`src/rtl/wfg_drive_pat_fifo_if.sv`:
```
// Pattern word stream between the pattern source and the pattern driver.
// Latency: none, wires only.
// Backpressure: the slave lowers tready while it cannot accept a word; the master holds the word.
// Signals: tvalid/tlast/tdata driven by master, tready driven by slave.
interface wfg_drive_pat_fifo_if #(
    parameter int unsigned AXIS_WIDTH = 32
);
    logic                  tvalid;
    logic                  tready;
    logic                  tlast;
    logic [AXIS_WIDTH-1:0] tdata;

    modport master (
        output tvalid,
        output tlast,
        output tdata,
        input  tready
    );

    modport slave (
        input  tvalid,
        input  tlast,
        input  tdata,
        output tready
    );
endinterface

```
`src/rtl/wfg_drive_pat_fifo.sv`:
```
// Pattern driver: buffers stream words, pops one per sync, drives per-channel pins in 4 modes.
// Latency: sync in cycle t -> cur word in t+1 -> pins in t+2; config/subcycle -> pins 1 cycle.
// Backpressure: tready low while the FIFO holds DEPTH words; sync on empty flags underflow.
// Ports: clk/rst_n; pat_sync_i + pat_subcycle_cnt_i from the sync generator; ctrl_en/patsel/
//        cfg_begin/cfg_end/cfg_hold config; clr_underflow_i; axis_s stream slave;
//        pat_dout_o/pat_dout_en_o pins; fifo_level_o, underflow_o, frame_end_o status.
module wfg_drive_pat_fifo #(
    parameter int unsigned CHANNELS   = 8,
    parameter int unsigned AXIS_WIDTH = 32,
    parameter int unsigned DEPTH      = 4
) (
    input  logic                          clk,
    input  logic                          rst_n,
    input  logic                          pat_sync_i,
    input  logic [7:0]                    pat_subcycle_cnt_i,
    input  logic [CHANNELS-1:0]           ctrl_en_q_i,
    input  logic [2*CHANNELS-1:0]         patsel_q_i,
    input  logic [7:0]                    cfg_begin_q_i,
    input  logic [7:0]                    cfg_end_q_i,
    input  logic                          cfg_hold_q_i,
    input  logic                          clr_underflow_i,
    wfg_drive_pat_fifo_if.slave           axis_s,
    output logic [CHANNELS-1:0]           pat_dout_o,
    output logic [CHANNELS-1:0]           pat_dout_en_o,
    output logic [$clog2(DEPTH+1)-1:0]    fifo_level_o,
    output logic                          underflow_o,
    output logic                          frame_end_o
);
    localparam int unsigned PW = $clog2(DEPTH);
    localparam int unsigned LW = $clog2(DEPTH+1);

    // Entry layout: bit CHANNELS is tlast, low bits are the pattern word.
    logic [CHANNELS:0]   mem_q [DEPTH];
    logic [PW-1:0]       wr_ptr_q, wr_ptr_d;
    logic [PW-1:0]       rd_ptr_q, rd_ptr_d;
    logic [LW-1:0]       level_q, level_d;
    logic [CHANNELS-1:0] cur_q, cur_d;
    logic                last_q, last_d;
    logic                popped_q;
    logic                underflow_q, underflow_d;
    logic [CHANNELS-1:0] dout_q, dout_d;

    logic                push;
    logic                pop;
    logic                underrun;
    logic                win;
    logic [CHANNELS:0]   head;

    assign axis_s.tready = (level_q != LW'(DEPTH));
    assign push          = axis_s.tvalid && axis_s.tready;
    assign pop           = pat_sync_i && (level_q != '0);
    assign underrun      = pat_sync_i && (level_q == '0);
    assign head          = mem_q[rd_ptr_q];

    // Window is half-open and never wraps, so begin >= end yields an empty window.
    assign win = (cfg_begin_q_i <= pat_subcycle_cnt_i) && (pat_subcycle_cnt_i < cfg_end_q_i);

    always_comb begin
        wr_ptr_d    = wr_ptr_q;
        rd_ptr_d    = rd_ptr_q;
        level_d     = level_q;
        cur_d       = cur_q;
        last_d      = last_q;
        underflow_d = underflow_q;

        if (push) begin
            wr_ptr_d = wr_ptr_q + PW'(1);
        end
        if (pop) begin
            rd_ptr_d = rd_ptr_q + PW'(1);
            cur_d    = head[CHANNELS-1:0];
            last_d   = head[CHANNELS];
        end
        if (push && !pop) begin
            level_d = level_q + LW'(1);
        end else if (pop && !push) begin
            level_d = level_q - LW'(1);
        end

        if (underrun && !cfg_hold_q_i) begin
            cur_d = '0;
        end

        // A fresh underrun takes priority over the clear request.
        if (underrun) begin
            underflow_d = 1'b1;
        end else if (clr_underflow_i) begin
            underflow_d = 1'b0;
        end
    end

    always_comb begin
        dout_d = '0;
        for (int k = 0; k < int'(CHANNELS); k++) begin
            if (ctrl_en_q_i[k]) begin
                unique case (patsel_q_i[2*k +: 2])
                    2'b00:   dout_d[k] = 1'b0;
                    2'b01:   dout_d[k] = 1'b1;
                    2'b10:   dout_d[k] = cur_q[k];
                    default: dout_d[k] = cur_q[k] && win;
                endcase
            end
        end
    end

    // Storage is left unreset: pointers and level define validity.
    always_ff @(posedge clk) begin
        if (push) begin
            mem_q[wr_ptr_q] <= {axis_s.tlast, axis_s.tdata[CHANNELS-1:0]};
        end
    end

    always_ff @(posedge clk or negedge rst_n) begin
        if (!rst_n) begin
            wr_ptr_q    <= '0;
            rd_ptr_q    <= '0;
            level_q     <= '0;
            cur_q       <= '0;
            last_q      <= 1'b0;
            popped_q    <= 1'b0;
            underflow_q <= 1'b0;
            dout_q      <= '0;
        end else begin
            wr_ptr_q    <= wr_ptr_d;
            rd_ptr_q    <= rd_ptr_d;
            level_q     <= level_d;
            cur_q       <= cur_d;
            last_q      <= last_d;
            popped_q    <= pop;
            underflow_q <= underflow_d;
            dout_q      <= dout_d;
        end
    end

    // last_q persists until the next pop; qualifying with popped_q makes a single-cycle pulse.
    assign frame_end_o   = popped_q && last_q;
    assign pat_dout_o    = dout_q;
    assign pat_dout_en_o = ctrl_en_q_i;
    assign fifo_level_o  = level_q;
    assign underflow_o   = underflow_q;
endmodule

```
`src/flat_wrapper.sv`:
```
// flat-port wrapper written by rule: the top's interface ports become plain ports
module wfg_drive_pat_fifo_flat 
#(
    parameter int unsigned CHANNELS   = 8,
    parameter int unsigned AXIS_WIDTH = 32,
    parameter int unsigned DEPTH      = 4
)
  (clk, rst_n, pat_sync_i, pat_subcycle_cnt_i, ctrl_en_q_i, patsel_q_i, cfg_begin_q_i, cfg_end_q_i, cfg_hold_q_i, clr_underflow_i, pat_dout_o, pat_dout_en_o, fifo_level_o, underflow_o, frame_end_o, axis_s_tvalid, axis_s_tlast, axis_s_tdata, axis_s_tready);
  wfg_drive_pat_fifo_if #(.AXIS_WIDTH(AXIS_WIDTH)) axis_s_i ();
  input  logic clk;
  input  logic rst_n;
  input  logic pat_sync_i;
  input  logic [7:0] pat_subcycle_cnt_i;
  input  logic [CHANNELS-1:0] ctrl_en_q_i;
  input  logic [2*CHANNELS-1:0] patsel_q_i;
  input  logic [7:0] cfg_begin_q_i;
  input  logic [7:0] cfg_end_q_i;
  input  logic cfg_hold_q_i;
  input  logic clr_underflow_i;
  output logic [CHANNELS-1:0] pat_dout_o;
  output logic [CHANNELS-1:0] pat_dout_en_o;
  output logic [$clog2(DEPTH+1)-1:0] fifo_level_o;
  output logic underflow_o;
  output logic frame_end_o;
  input wire logic [$bits(axis_s_i.tvalid)-1:0] axis_s_tvalid;
  input wire logic [$bits(axis_s_i.tlast)-1:0] axis_s_tlast;
  input wire logic [$bits(axis_s_i.tdata)-1:0] axis_s_tdata;
  output wire logic [$bits(axis_s_i.tready)-1:0] axis_s_tready;
  assign axis_s_i.tvalid = axis_s_tvalid;
  assign axis_s_i.tlast = axis_s_tlast;
  assign axis_s_i.tdata = axis_s_tdata;
  assign axis_s_tready = axis_s_i.tready;
  wfg_drive_pat_fifo #(.CHANNELS(CHANNELS), .AXIS_WIDTH(AXIS_WIDTH), .DEPTH(DEPTH)) u_core (.clk(clk), .rst_n(rst_n), .pat_sync_i(pat_sync_i), .pat_subcycle_cnt_i(pat_subcycle_cnt_i), .ctrl_en_q_i(ctrl_en_q_i), .patsel_q_i(patsel_q_i), .cfg_begin_q_i(cfg_begin_q_i), .cfg_end_q_i(cfg_end_q_i), .cfg_hold_q_i(cfg_hold_q_i), .clr_underflow_i(clr_underflow_i), .axis_s(axis_s_i), .pat_dout_o(pat_dout_o), .pat_dout_en_o(pat_dout_en_o), .fifo_level_o(fifo_level_o), .underflow_o(underflow_o), .frame_end_o(frame_end_o));
endmodule
```
`config.mk`:
```
export PLATFORM = sky130hd
export DESIGN_NAME = wfg_drive_pat_fifo_flat
export DESIGN_NICKNAME = d
export VERILOG_FILES = /design/src/rtl/wfg_drive_pat_fifo_if.sv /design/src/rtl/wfg_drive_pat_fifo.sv /design/src/flat_wrapper.sv
export SDC_FILE = /design/constraint.sdc
export NUM_CORES = 1
export LEC_CHECK = 0
export ABC_CLOCK_PERIOD_IN_PS = 2690
export CORE_MARGIN = 2
export CORE_UTILIZATION = 44
export CTS_CLUSTER_SIZE = 16
export DETAILED_ROUTE_END_ITERATION = 7
export HOLD_SLACK_MARGIN = 0.05
export PLACE_DENSITY = 0.84
export SYNTH_ARGS = -nofsm -noshare
export SYNTH_HDL_FRONTEND = slang
export SYNTH_SLANG_ARGS = --single-unit
```
`constraint.sdc`:
```
create_clock -name clk -period 2.69 [get_ports clk]
set_clock_uncertainty 0.15 [all_clocks]
set_input_delay 0.538 -clock clk [delete_from_list [all_inputs] [get_ports clk]]
set_output_delay 0.538 -clock clk [all_outputs]
set_load 0.02 [all_outputs]
```
==> results.cfg, run 1 <==
[worst_setup_path]
crit_path_start_kind = register
critPathMaxFanout = 6
path_class = register to primary output
r2r_cells = 8
r2r_start = u_core.fifo_level_o[0]
worstPathRequired_ps = 2000
reg2reg_slack_ps = 470
worst_setup_path_end_kind = primary output
cp.arrival_ps = 1650
r2r_end = u_core.fifo_level_o[2]

[drt]
ant_nets = 0
vias = 1948
wl_per_cell_um = 16.1
routed_wirelength_um = 6070
route.detailed.drc = 12
drt_iter0_drc = 93
viasPerCell = 5.17
drt_first_pass_iters = 7

[cts]
clock_sinks = 62
numCtsBuffers = 9
ctsResizeCount = 0
cts_setup_buffers = 0
clockBufferDepth = 2
cts_root_buf = clkbuf_8
clk_pin_slew_ps = 70
htreeDepth = 3
insertion_delay_ps = 340
cts_tree = built
cts_hold_buf = 0

[die]
boundaryPins = 109
die-area_um2 = 7360
core_um2 = 6420
die-height_um = 85.8
initial_core_util = 0.458
row_count = 29
dieWidth_um = 85.8

[global_route]
grt_max_degree = 27
grt_remaining_overflow = 0
grt_pass1_vias = 2093
grt_usage = 0.178
antenna_found_initial = 0
grt_pass1_wl_um = 9800

[sta]
tightest_slew_ps = 654
finalSetupTns_ps = 0
fin_crit_sh = 0.868
rsz0062_at_grt = false
slew-limit-headroom = 0.564
max_freq_mhz = 428
final-hold-violation-count = 0
drv_slew = 0
fin_crit_ps = 2340
setup_viol = 0

[layout]
drive_gt1_frac = 0.107
antenna_cells = 0
nets = 403
areaGrowthSynthToFinish_pct = 36.3
nFillCells = 503

[placement]
portBuffers = 84
place.gp.congestion = 0.834
hpwl_um = 4530

[yosys]
netlist_area_um2 = 2940
syn_nets = 317
yosysSeqAreaShare = 0.589
synth-seq-cells = 62
synth.distinct_cells = 34
avgSynthCellArea_um2 = 14.1
yosys_warnings = 0
synthCells = 209

[status]
status = complete, but fails checks
violations = DRC

[flow_run]
cap_viol_max_count = 0

[worst_hold_path]
whs_endpoint = u_core.last_q
whs_path_depth = 2
hold_start = u_core.last_q
hp-class = register to register

[power_and_ir_drop]
power.total_mw = 3.26
powerDensity_nw_per_um2 = 813
ir_worst_vdd_v = 0.000379
leakage_nw = 1.66
-- where the power goes --
group | internal (mW) | total (mW) | switching (mW) | leakage, nW
sequential | 1.28 | 1.48 | 0.201 | 0.654
combinational | 0.551 | 0.992 | 0.441 | 0.912
clock | 0.424 | 0.788 | 0.364 | 0.0899
total | 2.25 | 3.26 | 1.01 | 1.66
-- worst max-delay path, stage by stage, from the launching register on --
cell and delay (ps):
dfrtp_1 460, nor2_1 80, nand2_1 140, clkdlybuf4s50_1 630
-- state kept, by name, summed over array words and instances (netlist names) --
name                 flops
u_core.pat_dout_o        8
u_core.rd_ptr_q          2
u_core.cur_q             8
u_core.last_q            1
u_core.wr_ptr_q          2
u_core.popped_q          1
u_core.mem_q            36
u_core.fifo_level_o      3
u_core.underflow_o       1
-- cells by family after synthesis --
family,Yosys count,synth area share
mux,18,0.100
flops,62,0.589
buf+inv,40,0.0621
compound gates,32,0.0881
xor+xnor,6,0.0179
simple gates,30,0.0515
fa+ha+maj,21,0.0919
-- per-stage QoR --
stage	std cells	instance area, um^2	worst slack, ps	hold slack (ps)	utilization
6_report	377	4010	355	334	0.624
4_1_cts	377	4010	315	329	0.624
3_3_place_gp	361	3820	99.3	304	0.595
3_5_place_dp	361	3820	38.5	316	0.595
5_1_grt	377	4010	236	349	0.624
2_1_floorplan	209	2940	374	92.4	-
-- worst max path at each step --
stage | startpoint | end | slack, ps
after global routing | u_core.fifo_level_o[0] | axis_s_tready | 240
final | u_core.fifo_level_o[0] | axis_s_tready | 350
after detailed placement | cfg_end_q_i[2] | u_core.pat_dout_o[3] | 40
after floorplan | u_core.fifo_level_o[0] | u_core.fifo_level_o[2] | 370
after CTS | u_core.fifo_level_o[0] | axis_s_tready | 310
after global placement | pat_subcycle_cnt_i[5] | u_core.pat_dout_o[5] | 100
-- placed cells by master, fill, tap and decap left out, types with 2 or more instances in the layout --
cell type / instances
a311oi_1: 8
mux4_2: 9
a22o_1: 8
and3_1: 4
nor2_1: 4
o21ai_0: 4
clkbuf_8: 9
ha_1: 20
a21oi_1: 6
nand2_1: 14
mux2i_1: 8
edfxtp_1: 36
clkinvlp_4: 2
buf_4: 2
inv_1: 29
xor2_1: 2
xnor2_1: 4
clkdlybuf4s50_1: 84
dfrtp_1: 26
-- layout make-up --
| class | count | area, um^2 | area share |
|---|---|---|---|
| well taps | 77 | 96.3 | 0.0240 |
| clock buffers | 10 | 128 | 0.0318 |
| repair buffers | 86 | 856 | 0.213 |
| multi-input cells | 107 | 1030 | 0.256 |
| inverters | 29 | 109 | 0.0271 |
| flip-flops and latches | 62 | 1730 | 0.432 |
| clock inverters | 6 | 62.6 | 0.0156 |
-- synthesized netlist by cell type --
cell / n / area [um^2]
edfxtp_1: 36 / 1080
inv_1: 29 / 109
dfrtp_1: 26 / 651
ha_1: 20 / 250
nand2_1: 14 / 52.6
mux4_2: 9 / 203
a22o_1: 8 / 70.1
a311oi_1: 8 / 70.1
buf_4: 8 / 60.1
mux2i_1: 8 / 80.1
a21oi_1: 6 / 30.0
and3_1: 4 / 25.0
nor2_1: 4 / 15.0
o21ai_0: 4 / 20.0
xnor2_1: 4 / 35.0
buf_2: 2 / 10.0
xor2_1: 2 / 17.5
a211oi_2: 1 / 12.5
a21oi_2: 1 / 8.76
and2_0: 1 / 6.26
and2_1: 1 / 6.26
buf_1: 1 / 3.75
fa_1: 1 / 20.0
mux2_2: 1 / 11.3
nand2b_1: 1 / 6.26
nand4_1: 1 / 6.26
nand4_2: 1 / 12.5
nor2b_1: 1 / 6.26
nor3_1: 1 / 5.00
nor3_2: 1 / 10.0
o21a_1: 1 / 7.51
o21ai_1: 1 / 5.00
o21ai_2: 1 / 8.76
o311ai_4: 1 / 26.3
-- per-layer routing --
layer	vias to the layer above	GRT usage	share of wire
li1	929	-	-
met1	936	0.211	0.41
met2	72	0.303	0.49
met3	11	0.0606	0.079
met4	0	0.0649	0.020
met5	-	0	0
No activity file was read; power rests on OpenSTA's default activity.
==> run 2, diff against run 1 <==
ABC_AREA = 1   (was not set)
CORE_UTILIZATION = 45   (was 44)
==> run 2 against run 1 <==
  * The flow now finishes without violations
  * Maximum frequency shrank 0.20%
  * Synthesized cell count grew 47%
  * Largest power group unchanged
  * Non-clock buffer count grew 4
  * Worst setup slack lost 4.6 ps
  * Wire length grew 11%
==> results.cfg, run 2 <==
[sta]
setup_viol = 0
drv_slew = 0
final-hold-violation-count = 0
max_freq_mhz = 427
fin_crit_ps = 2340
slew-limit-headroom = 0.569
tightest_slew_ps = 646
finalSetupTns_ps = 0
fin_crit_sh = 0.870
rsz0062_at_grt = false
whs_ps = 384

[worst_setup_path]
worstPathCellList = clkdlybuf4s50_1 > clkdlybuf4s50_1
timing.critical_path.buf_inv = 2
max_stage_delay_ps = 630
critPathMaxFanout = 2
r2r_cells = 8
path_class = primary input to primary output
cp.arrival_ps = 1650
worstPathRequired_ps = 2000
cpMostUsedCell = clkdlybuf4s50_1
crit_path_start_kind = primary input
worst_setup_path_end_kind = primary output
critPathSlowestCell = clkdlybuf4s50_1
crit_family = buffers and inverters
crit_cells = 2

[yosys]
yosysMostFrequentCell = inv_1
synth.distinct_cells = 28
yosys.area.top_type_share = 0.345
yosysTopAreaCell = edfxtp_1
synthCells = 308
synth-seq-cells = 62
synthTopCellsByArea = edfxtp_1 35%, dfrtp_1 21%, ha_1 8.0%, inv_1 5.9%, nand2_1 5.3%
avgSynthCellArea_um2 = 10.2
yosys_warnings = 0
yosysSeqAreaShare = 0.553
netlist_area_um2 = 3130
syn_nets = 416
synth-edff-count = 36
async_flop_share = 0.419
synth_common_cells = 49 x inv_1, 44 x nand2_1, 36 x edfxtp_1
synth_ff_type = edfxtp_1

[power_and_ir_drop]
power.total_mw = 3.56
switching_share = 0.326
powerDensity_nw_per_um2 = 837
p_sw_mw = 1.16
power.internal_mw = 2.40
power_frac_comb = 0.323
seqPwrFrac = 0.414
leakage_nw = 1.94
pwr-share-clk = 0.264
ir_worst_vdd_v = 0.000402

[layout]
antenna_cells = 0
most-common-layout-cells = 84 x clkdlybuf4s50_1, 49 x inv_1, 44 x nand2_1
final_common_cell = clkdlybuf4s50_1
finish.instance_area_um2 = 4260
nets = 504
largest_register = u_core.mem_q
nFillCells = 540
largest_reg_flops = 36
areaGrowthSynthToFinish_pct = 36.0
drive_gt1_frac = 0.102

[die]
boundaryPins = 109
die-area_um2 = 7640
core_um2 = 6760
die-height_um = 87.4
row_count = 30
dieWidth_um = 87.4
initial_core_util = 0.463

[cts]
cts_tree = built
cts_setup_buffers = 0
htreeDepth = 3
insertion_delay_ps = 330
clock_sinks = 62
ctsResizeCount = 0
cts_root_buf = clkbuf_8
clockBufferDepth = 2
clk_pin_slew_ps = 60
numCtsBuffers = 9
cts_hold_buf = 0

[placement]
portBuffers = 84
place.gp.congestion = 0.809
placed_cell_area_um2 = 4020
hpwl_um = 5050

[global_route]
grt_remaining_overflow = 0
grt_pass1_wl_um = 10500
antenna_found_initial = 0
grt_usage = 0.183
grt_pass1_vias = 2390
grt_max_degree = 27

[drt]
vias = 2360
wl_per_cell_um = 14.0
ant_nets = 0
routed_wirelength_um = 6730
viasPerCell = 4.91
drt_first_pass_iters = 4
drt_iter0_drc = 82
route.detailed.drc = 0

[status]
status = finished, final reports clean

[worst_hold_path]
whs_path_depth = 2
hp-class = register to register

[flow_run]
cap_viol_max_count = 0
-- run 2: cell types whose count changed after synthesis, sizes merged, moves of 9 or more --
cell,before,now
nand3,0,9
inv,29,51
o21ai,6,22
mux4,9,0
nand2,14,48
nor2,4,43
a21o,0,9
-- run 2: cell families after synthesis --
family | synth area share
buffers and inverters | 0.0908
XOR/XNOR | 0.0112
adder cells (fa/ha/maj) | 0.0864
multiplexers | 0.00360
flip-flops | 0.553
AO/OA/AOI/OAI | 0.116
AND/OR/NAND/NOR | 0.139
-- run 2: final timing paths --
| kind | startpoint | end | slack [ps] |
|---|---|---|---|
| max in group asynchronous | rst_n | u_core.cur_q[2] | 1720 |
| min in group asynchronous | rst_n | u_core.pat_dout_o[6] | 420 |
| worst max register to register | u_core.fifo_level_o[0] | u_core.fifo_level_o[1] | 600 |
| worst max-delay path | ctrl_en_q_i[7] | pat_dout_en_o[7] | 350 |
| worst min register to register | u_core.underflow_o | u_core.underflow_o | 380 |
| worst min-delay path | u_core.underflow_o | u_core.underflow_o | 380 |
-- run 2: layout make-up --
class	count	area (um^2)	area share
tap	80	100	0.0235
timing repair buffer	90	886	0.208
multi-input combinational	182	1110	0.262
sequential	62	1730	0.407
clock buffer	13	169	0.0397
inverter	51	191	0.0450
clock inverter	3	65.1	0.0153
-- run 2: power by group through the flow --
stage / Clock [mW] / Sequential (mW) / Combinational, mW
2_1_floorplan: 0 / 1.45 / 0.746
5_1_grt: 1.00 / 1.50 / 1.28
3_3_place_gp: 0 / 1.47 / 1.09
3_5_place_dp: 0 / 1.49 / 1.16
4_1_cts: 0.956 / 1.47 / 1.17
6_report: 0.939 / 1.47 / 1.15
-- run 2: routing by layer --
| metal | vias to the layer above | share of wire | global-route usage | wire length, um |
|---|---|---|---|---|
| li1 | 1187 | - | - | - |
| met1 | 1067 | 0.39 | 0.193 | 2620 |
| met2 | 96 | 0.51 | 0.344 | 3420 |
| met3 | 10 | 0.082 | 0.0351 | 553 |
| met4 | 0 | 0.019 | 0.0923 | 127 |
| met5 | - | 0 | 0 | 0 |
-- run 2: per-stage QoR --
step,instances,utilization,setup WS (ps)
finish,481,0.630,350
global placement,465,0.595,278
global route,481,0.630,313
CTS,481,0.630,342
floorplan,308,-,404
detailed placement,465,0.595,249
